===== src/rtl/enrg_evt_merge_if.sv =====
// Energy event merger bus: digitizer-buffer control/data on one side,
// the merged event-builder word stream on the other.
interface enrg_evt_merge_if;
  logic        Go;
  logic        BufRdy0;
  logic        BufRdy1;
  logic [11:0] DataIn0;
  logic [11:0] DataIn1;
  logic [7:0]  ErrBuf0;
  logic [7:0]  ErrBuf1;
  logic        Send0;
  logic        Send1;
  logic        SendErrBuf;
  logic [11:0] DOut;
  logic        DValid;
  logic        DLast;
  logic        Busy;

  modport master (
    input  Go, BufRdy0, BufRdy1, DataIn0, DataIn1, ErrBuf0, ErrBuf1,
    output Send0, Send1, SendErrBuf, DOut, DValid, DLast, Busy
  );

  modport slave (
    output Go, BufRdy0, BufRdy1, DataIn0, DataIn1, ErrBuf0, ErrBuf1,
    input  Send0, Send1, SendErrBuf, DOut, DValid, DLast, Busy
  );
endinterface


===== src/rtl/enrg_evt_merge.sv =====
// Merges one event from each energy-digitizer buffer into a single packet:
// header, board-0 count+data, board-1 count+data, trailer.
module enrg_evt_merge #(
  parameter int unsigned RD_LAT  = 2,    // must be >= 2
  parameter int unsigned GAP     = 2,    // must be >= 1
  parameter int unsigned TIMEOUT = 1023
) (
  input logic              Clock,
  input logic              Reset,
  enrg_evt_merge_if.master bus
);

  localparam int unsigned TW = (TIMEOUT > 1) ? $clog2(TIMEOUT + 1) : 1;
  localparam logic [TW-1:0] TMO_LAST = TW'(TIMEOUT - 1);
  localparam logic [7:0]    RD_LOAD  = 8'(RD_LAT - 1);
  localparam logic [7:0]    GAP_LOAD = 8'(GAP);

  typedef enum logic [12:0] {
    IDLE  = 13'b0_0000_0000_0001,
    ERRQ  = 13'b0_0000_0000_0010,
    HDR   = 13'b0_0000_0000_0100,
    WAIT0 = 13'b0_0000_0000_1000,
    CNT0  = 13'b0_0000_0001_0000,
    DAT0  = 13'b0_0000_0010_0000,
    GAP0  = 13'b0_0000_0100_0000,
    SEND1 = 13'b0_0000_1000_0000,
    WAIT1 = 13'b0_0001_0000_0000,
    CNT1  = 13'b0_0010_0000_0000,
    DAT1  = 13'b0_0100_0000_0000,
    TRL   = 13'b0_1000_0000_0000,
    TOUT  = 13'b1_0000_0000_0000
  } state_t;

  state_t        state_q, state_d;
  logic          pending_q, pending_d;
  logic [TW-1:0] tmo_q, tmo_d, tmo_cur;
  logic [7:0]    cnt_q, cnt_d;
  logic [7:0]    tot_q, tot_d;
  logic          fmt_q, fmt_d;
  logic          to_q, to_d;
  logic [8:0]    sum;
  logic          busy, go_acc;
  logic          send0, send1, send_err, dvalid, dlast;
  logic [11:0]   dout;
  logic          unused_err;

  assign busy       = pending_q || (state_q != IDLE);
  assign unused_err = ^{bus.ErrBuf0[7:2], bus.ErrBuf1[7:2]};

  always_comb begin
    state_d   = state_q;
    pending_d = pending_q;
    tmo_d     = tmo_q;
    cnt_d     = cnt_q;
    tot_d     = tot_q;
    fmt_d     = fmt_q;
    to_d      = to_q;
    send0     = 1'b0;
    send1     = 1'b0;
    send_err  = 1'b0;
    dout      = '0;
    dvalid    = 1'b0;
    dlast     = 1'b0;
    sum       = {1'b0, tot_q} + {1'b0, bus.DataIn1[7:0]};
    go_acc    = bus.Go && !busy;
    // A fresh Go is acted on in the same clock so the header lands two clocks later
    tmo_cur   = go_acc ? '0 : tmo_q;
    if (go_acc) begin
      pending_d = 1'b1;
      tmo_d     = '0;
    end
    case (state_q)
      IDLE: if (pending_q || go_acc) begin
        if (bus.BufRdy0 && bus.BufRdy1) begin
          state_d = ERRQ;
          to_d    = 1'b0;
          fmt_d   = 1'b0;
          tot_d   = '0;
        end else if (tmo_cur == TMO_LAST) begin
          state_d = TOUT;
          to_d    = 1'b1;
          fmt_d   = 1'b0;
          tot_d   = '0;
        end else begin
          tmo_d = tmo_cur + TW'(1);
        end
      end
      ERRQ: begin
        send_err = 1'b1;
        state_d  = HDR;
      end
      HDR: begin
        dout    = {4'hE, 2'b00, bus.ErrBuf0[1:0], bus.ErrBuf1[1:0], 2'b00};
        dvalid  = 1'b1;
        send0   = 1'b1;
        cnt_d   = RD_LOAD;
        state_d = WAIT0;
      end
      WAIT0: begin
        cnt_d   = cnt_q - 8'd1;
        if (cnt_q == 8'd1) state_d = CNT0;
      end
      CNT0: begin
        dout   = bus.DataIn0;
        dvalid = 1'b1;
        tot_d  = bus.DataIn0[7:0];
        if (bus.DataIn0[11:8] != 4'h0) fmt_d = 1'b1;
        if (bus.DataIn0[7:0] == 8'd0) begin
          cnt_d   = GAP_LOAD;
          state_d = GAP0;
        end else begin
          cnt_d   = bus.DataIn0[7:0];
          state_d = DAT0;
        end
      end
      DAT0: begin
        dout   = bus.DataIn0;
        dvalid = 1'b1;
        cnt_d  = cnt_q - 8'd1;
        if (cnt_q == 8'd1) begin
          cnt_d   = GAP_LOAD;
          state_d = GAP0;
        end
      end
      GAP0: begin
        cnt_d   = cnt_q - 8'd1;
        if (cnt_q == 8'd1) state_d = SEND1;
      end
      SEND1: begin
        send1   = 1'b1;
        cnt_d   = RD_LOAD;
        state_d = WAIT1;
      end
      WAIT1: begin
        cnt_d   = cnt_q - 8'd1;
        if (cnt_q == 8'd1) state_d = CNT1;
      end
      CNT1: begin
        dout   = bus.DataIn1;
        dvalid = 1'b1;
        tot_d  = sum[8] ? 8'hFF : sum[7:0];
        if (bus.DataIn1[11:8] != 4'h0) fmt_d = 1'b1;
        cnt_d  = bus.DataIn1[7:0];
        state_d = (bus.DataIn1[7:0] == 8'd0) ? TRL : DAT1;
      end
      DAT1: begin
        dout   = bus.DataIn1;
        dvalid = 1'b1;
        cnt_d  = cnt_q - 8'd1;
        if (cnt_q == 8'd1) state_d = TRL;
      end
      TRL: begin
        dout      = {1'b1, to_q, fmt_q, 1'b0, tot_q};
        dvalid    = 1'b1;
        dlast     = 1'b1;
        pending_d = 1'b0;
        state_d   = IDLE;
      end
      TOUT: begin
        dout    = 12'hE00;
        dvalid  = 1'b1;
        state_d = TRL;
      end
      default: state_d = IDLE;
    endcase
  end

  always_ff @(posedge Clock or posedge Reset) begin
    if (Reset) begin
      state_q   <= IDLE;
      pending_q <= 1'b0;
      tmo_q     <= '0;
      cnt_q     <= '0;
      tot_q     <= '0;
      fmt_q     <= 1'b0;
      to_q      <= 1'b0;
    end else begin
      state_q   <= state_d;
      pending_q <= pending_d;
      tmo_q     <= tmo_d;
      cnt_q     <= cnt_d;
      tot_q     <= tot_d;
      fmt_q     <= fmt_d;
      to_q      <= to_d;
    end
  end

  assign bus.Send0      = send0;
  assign bus.Send1      = send1;
  assign bus.SendErrBuf = send_err;
  assign bus.DOut       = dout;
  assign bus.DValid     = dvalid;
  assign bus.DLast      = dlast;
  assign bus.Busy       = busy;

endmodule

===== src/flat_wrapper.sv =====
// flat-port wrapper written by rule: the top's interface ports become plain ports
module enrg_evt_merge_flat 
#(
  parameter int unsigned RD_LAT  = 2,                   
  parameter int unsigned GAP     = 2,                   
  parameter int unsigned TIMEOUT = 1023
)
  (Clock, Reset, bus_Go, bus_BufRdy0, bus_BufRdy1, bus_DataIn0, bus_DataIn1, bus_ErrBuf0, bus_ErrBuf1, bus_Send0, bus_Send1, bus_SendErrBuf, bus_DOut, bus_DValid, bus_DLast, bus_Busy);
  enrg_evt_merge_if bus_i ();
  input logic Clock;
  input logic Reset;
  input wire logic [$bits(bus_i.Go)-1:0] bus_Go;
  input wire logic [$bits(bus_i.BufRdy0)-1:0] bus_BufRdy0;
  input wire logic [$bits(bus_i.BufRdy1)-1:0] bus_BufRdy1;
  input wire logic [$bits(bus_i.DataIn0)-1:0] bus_DataIn0;
  input wire logic [$bits(bus_i.DataIn1)-1:0] bus_DataIn1;
  input wire logic [$bits(bus_i.ErrBuf0)-1:0] bus_ErrBuf0;
  input wire logic [$bits(bus_i.ErrBuf1)-1:0] bus_ErrBuf1;
  output wire logic [$bits(bus_i.Send0)-1:0] bus_Send0;
  output wire logic [$bits(bus_i.Send1)-1:0] bus_Send1;
  output wire logic [$bits(bus_i.SendErrBuf)-1:0] bus_SendErrBuf;
  output wire logic [$bits(bus_i.DOut)-1:0] bus_DOut;
  output wire logic [$bits(bus_i.DValid)-1:0] bus_DValid;
  output wire logic [$bits(bus_i.DLast)-1:0] bus_DLast;
  output wire logic [$bits(bus_i.Busy)-1:0] bus_Busy;
  assign bus_i.Go = bus_Go;
  assign bus_i.BufRdy0 = bus_BufRdy0;
  assign bus_i.BufRdy1 = bus_BufRdy1;
  assign bus_i.DataIn0 = bus_DataIn0;
  assign bus_i.DataIn1 = bus_DataIn1;
  assign bus_i.ErrBuf0 = bus_ErrBuf0;
  assign bus_i.ErrBuf1 = bus_ErrBuf1;
  assign bus_Send0 = bus_i.Send0;
  assign bus_Send1 = bus_i.Send1;
  assign bus_SendErrBuf = bus_i.SendErrBuf;
  assign bus_DOut = bus_i.DOut;
  assign bus_DValid = bus_i.DValid;
  assign bus_DLast = bus_i.DLast;
  assign bus_Busy = bus_i.Busy;
  enrg_evt_merge #(.RD_LAT(RD_LAT), .GAP(GAP), .TIMEOUT(TIMEOUT)) u_core (.Clock(Clock), .Reset(Reset), .bus(bus_i));
endmodule

===== config.mk =====
export PLATFORM = sky130hd
export DESIGN_NAME = enrg_evt_merge_flat
export DESIGN_NICKNAME = d
export VERILOG_FILES = /design/src/rtl/enrg_evt_merge_if.sv /design/src/rtl/enrg_evt_merge.sv /design/src/flat_wrapper.sv
export SDC_FILE = /design/constraint.sdc
export NUM_CORES = 1
export LEC_CHECK = 0
export ABC_AREA = 1
export CORE_MARGIN = 4
export CORE_UTILIZATION = 50
export CTS_CLUSTER_DIAMETER = 40
export DETAILED_ROUTE_END_ITERATION = 8
export HOLD_SLACK_MARGIN = 0.02
export PLACE_DENSITY = 0.85
export SLEW_MARGIN = 10
export SYNTH_ARGS = -nofsm -noshare
export SYNTH_HDL_FRONTEND = slang
export SYNTH_SLANG_ARGS = --single-unit

===== constraint.sdc =====
create_clock -name Clock -period 6.2 [get_ports Clock]
set_input_delay 1.55 -clock Clock [delete_from_list [all_inputs] [get_ports Clock]]
set_output_delay 1.55 -clock Clock [all_outputs]
set_load 0.05 [all_outputs]

Word-level counts from Yosys, hierarchy flattened
Index checks and enable logic that the tools add are counted.
- equal/unequal tests: 25
- reductions and logical operators: 22
- multiplexer cells: 40
- add/sub/neg operators: 3
- operator list (cell ; number):
    13-bit case mux with 12 select lines ; 1
    13-bit 2-to-1 mux ; 8
    12-bit case mux with 5 select lines ; 1
    10-bit 2-to-1 mux ; 5
    8-bit 2-to-1 mux ; 6
    8-bit case mux with 5 select lines ; 1
    8-bit case mux with 3 select lines ; 1
    8-bit zero test ; 2
    2-bit by 1-bit inequality test with 1-bit output (second input constant) ; 8
    1-bit 2-to-1 mux ; 14
    13-bit by 1-bit equality test with 1-bit output (second input constant) ; 1
    13-bit by 10-bit equality test with 1-bit output (second input constant) ; 1
    13-bit by 11-bit equality test with 1-bit output (second input constant) ; 1
    13-bit by 12-bit equality test with 1-bit output (second input constant) ; 1
    13-bit equality test (second input constant) ; 1
    13-bit by 2-bit equality test with 1-bit output (second input constant) ; 1
    13-bit by 3-bit equality test with 1-bit output (second input constant) ; 1
    13-bit by 4-bit equality test with 1-bit output (second input constant) ; 1
    13-bit by 5-bit equality test with 1-bit output (second input constant) ; 1
    13-bit by 6-bit equality test with 1-bit output (second input constant) ; 1
    13-bit by 7-bit equality test with 1-bit output (second input constant) ; 1
    13-bit by 8-bit equality test with 1-bit output (second input constant) ; 1
    13-bit by 9-bit equality test with 1-bit output (second input constant) ; 1
    13-bit by 1-bit inequality test with 1-bit output (second input constant) ; 1
    other kinds (22) ; 29
- word-level logic and storage cells: 97
- input port bits: 45
- output and inout port bits: 18
- register bits: 42

Logic depth before layout (Yosys ltp)
- depth after elaboration: 10
- gate-level depth with buffers: 14
- depth with buffers taken out: 14

Worst setup path before layout
OpenSTA, ideal clock, no wires.
- path kind: in2out
- from: input bus_DataIn1[8]
- to: output bus_DOut[8]
- data arrival time: 2679 ps
- path buffers: 0
- cell stages on the path: 2
- data required time: 4650 ps
- path slack: 1971 ps
- cell sequence: inv_1 > o21ai_0
- cells in the longest elaborated chain, start to end: 1
- RTL lines (what ; RTL line ; RTL):
    from (decl) ; flat_wrapper.sv:16 ; input wire logic [$bits(bus_i.DataIn1)-1:0] bus_DataIn1;
    12-bit case mux with 5 select lines ; enrg_evt_merge.sv:72 ; case (state_q)
    to (decl) ; flat_wrapper.sv:22 ; output wire logic [$bits(bus_i.DOut)-1:0] bus_DOut;
Every way passes these cells.

Final worst setup path
- from: input bus_DataIn1[7]
- to: output bus_DOut[7]
Same word-level chain as after synthesis.

==> impl_metrics.json <==
{
  "status": "finished clean",
  "num_vias": 3229,
  "wl_met2_um": 4540,
  "std_cell_rows": 29,
  "fillers": 589,
  "multi_input_area_sq_um": 1890,
  "ys_seq_area_frac": 0.326,
  "wirelength_um": 8700,
  "ys_ff_latch": 42,
  "post-route-util": 0.616,
  "async_flop_share": 1.00,
  "syn_inst": 448,
  "io_pins": 63,
  "hold_viol": 0,
  "cts_tree": "yes",
  "power.density_nw_per_um2": 270,
  "drive_above_1_share": 0.0895,
  "fmax_ghz": 0.208,
  "worst_slew_pin_slew_ns": 0.700,
  "rsz0062_at_grt": "false",
  "clock_path_buffers": 2,
  "core-area_sq_um": 6310,
  "die-area_sq_um": 7810,
  "cp-start-kind": "primary input",
  "wire_per_inst_um": 15.0,
  "globalplace.congestion": 0.972,
  "via_per_inst": 5.57,
  "relSlewSlack": 0.533,
  "crit_top_cell": "clkdlybuf4s50_1",
  "min_period_over_period": 0.775,
  "cpPeakStageDelay_ns": 0.84,
  "maxUsedRoutingLayer": "met4",
  "synth_edf_count": 0,
  "crit_buf_inv": 3,
  "critPathKind": "in -> out",
  "max_cap_viol_count": 0,
  "num_antenna_cells": 0,
  "cts_resized": 0,
  "tns_ns": 0,
  "h-tree-depth": 2,
  "avgSynthCellArea_sq_um": 7.21,
  "crit_arrival_ns": 3.26,
  "antenna_left": 0,
  "cp_top_family": "buffers and inverters",
  "cts_buffers": 5,
  "dp_slack_ns": 1.40,
  "grt_pass1_wl_um": 14600,
  "worstSetupEndpointType": "output port",
  "drt-pass1-iter-count": 5,
  "drt_iter0_markers": 150,
  "antenna_found_initial": 0,
  "power.leakage_uw": 0.00194,
  "skew_ns": 0.0151,
  "drc": 0,
  "grt_overflow": 0,
  "ff_latch_area_sq_um": 1050,
  "grt_max_degree": 43,
  "min_period_ns": 4.81,
  "maxSlewViolCount": 0,
  "syn-num-nets": 504,
  "ctsHoldBuffers": 0,
  "die_w_um": 88.4,
  "clock_latency_ns": 0.31,
  "port_buffers": 50,
  "cp.required_ns": 4.65,
  "nets": 558,
  "path_cells": "clkdlybuf4s50_1, inv_1, o221ai_1, clkdlybuf4s50_1",
  "ys_types": 44,
  "dr_wl_met3_um": 464,
  "holdCritPathClass": "reg -> reg",
  "cts.clk_slew.worst_paths_ns": 0.09,
  "die_h_um": 88.4,
  "cts_setup_buffers": 0,
  "synth_area_sq_um": 3230,
  "clkSinkCount": 42,
  "area_growth_pct": 20.5,
  "ys_warn_count": 0,
  "start_util": 0.511,
  "grt_pass1_vias": 3220,
  "fin_ws_ns": 1.39,
  "setup_viol": 0,
  "ir_drop_uv": 204,
  "drt-met1-wl_um": 3570,
  "synthFlopType": "dfrtp_1",
  "cpMaxStageDelayCell": "clkdlybuf4s50_1",
  "grtUsageTotal": 0.235,
  "post-dp-hpwl_um": 6830,
  "cts-root-buf": "clkbuf_8",
  "crit_fanout": 4
}
cells in the mapped netlist, types with 2 or more instances:
cell type | instances | share of area
nand4_1 | 13 | 0.025
inv_2 | 4 | 0.0046
nand3b_1 | 2 | 0.0046
buf_6 | 2 | 0.0070
nor4_1 | 7 | 0.014
nor2_1 | 31 | 0.036
nand2_1 | 131 | 0.15
dfrtp_1 | 41 | 0.32
xor2_1 | 6 | 0.016
nand2_4 | 5 | 0.017
a21oi_1 | 18 | 0.028
nand3_1 | 31 | 0.048
ha_1 | 10 | 0.039
nor3_1 | 10 | 0.016
nand2_2 | 7 | 0.014
xnor2_1 | 7 | 0.019
o211ai_1 | 6 | 0.014
a211oi_1 | 2 | 0.0046
inv_1 | 58 | 0.067
o221ai_1 | 3 | 0.0081
nor2_2 | 4 | 0.0078
o2111ai_1 | 4 | 0.011
clkbuf_1 | 2 | 0.0023
o21ai_0 | 9 | 0.014
nor2_4 | 7 | 0.024
a22oi_1 | 10 | 0.023
worst reg2reg max path, delay by kind of cell, from the launching register on:
family | cells | cell delay [ns]
flops | 1 | 0.42
simple gates | 13 | 1.85
worst paths after layout:
kind | from | endpoint | slack (ns) | cells past startpoint
min in group asynchronous | Reset | u_core.tot_q[3] | 1.68 | 3
max | bus_DataIn1[7] | bus_DOut[7] | 1.39 | 4
min | u_core.fmt_q | u_core.fmt_q | 0.49 | 2
max in group asynchronous | Reset | u_core.tmo_q[5] | 4.13 | 3
max reg2reg | u_core.state_q[10] | u_core.tot_q[1] | 3.88 | 13
min reg2reg | u_core.fmt_q | u_core.fmt_q | 0.49 | 2
layout make-up:
| cell class | count | area share |
|---|---|---|
| Sequential cell | 42 | 0.270 |
| Tap cell | 77 | 0.0248 |
| Clock inverter | 2 | 0.00354 |
| Timing Repair Buffer | 52 | 0.132 |
| Clock buffer | 6 | 0.0186 |
| Inverter | 63 | 0.0643 |
| Multi-Input combinational cell | 338 | 0.486 |
through the flow:
step	total power, uW	area, sq um	hold WS (ns)	cells
detailed placement	872	3800	0.471	572
global placement	858	3800	0.458	572
global route	1120	3890	0.523	580
finish	1050	3890	0.490	580
CTS	1050	3890	0.492	580
floorplan	753	3230	0.442	448
routing by layer:
| metal | global-route usage | vias to the layer above |
|---|---|---|
| li1 | - | 1597 |
| met1 | 0.282 | 1516 |
| met2 | 0.434 | 103 |
| met3 | 0.0345 | 13 |
| met4 | 0.0659 | 0 |
| met5 | 0 | - |
report_power, final:
group / internal (uW) / leakage [uW] / switching, uW / total, uW
sequential: 333 / 0.000535 / 59.4 / 392
combinational: 174 / 0.00135 / 305 / 479
clock: 79.6 / 0.0000452 / 102 / 181
total: 587 / 0.00194 / 466 / 1050
flip-flops by register name (all words and copies together) (netlist names):
register,cells
u_core.tmo_q,10
u_core.cnt_q,8
u_core.pending_q,1
u_core.tot_q,8
u_core.state_q,13
u_core.to_q,1
u_core.fmt_q,1
cell usage in the layout (no fill, tap or decap), drive strengths merged:
master / count
a31oi: 1
xor2: 6
o31ai: 1
nor3b: 1
nor4: 8
dfstp: 1
nor3: 10
nor2: 43
o22ai: 1
dfrtp: 41
clkbuf: 6
nand3: 33
a22oi: 10
inv: 62
ha: 10
or2: 2
buf: 2
a211oi: 2
xnor2: 7
clkinv: 2
a21oi: 18
o21ai: 11
o21a: 1
nand4: 14
o221ai: 3
clkdlybuf4s50: 50
nand3b: 2
fa: 1
o211ai: 6
bufinv: 1
o2111ai: 4
nand2: 143
cells by family (layout without fill, tap and decap cells):
group / Yosys count / count (layout) / synth area share
buffers and inverters: 68 / 123 / 0.0884
adders and majority gates: 11 / 11 / 0.0450
DFF: 42 / 42 / 0.326
AOI/OAI and AO/OA: 58 / 58 / 0.116
and+or+nand+nor: 256 / 256 / 0.390
xor gates and xnor gates: 13 / 13 / 0.0353
No activity file was read; power rests on OpenSTA's default activity.
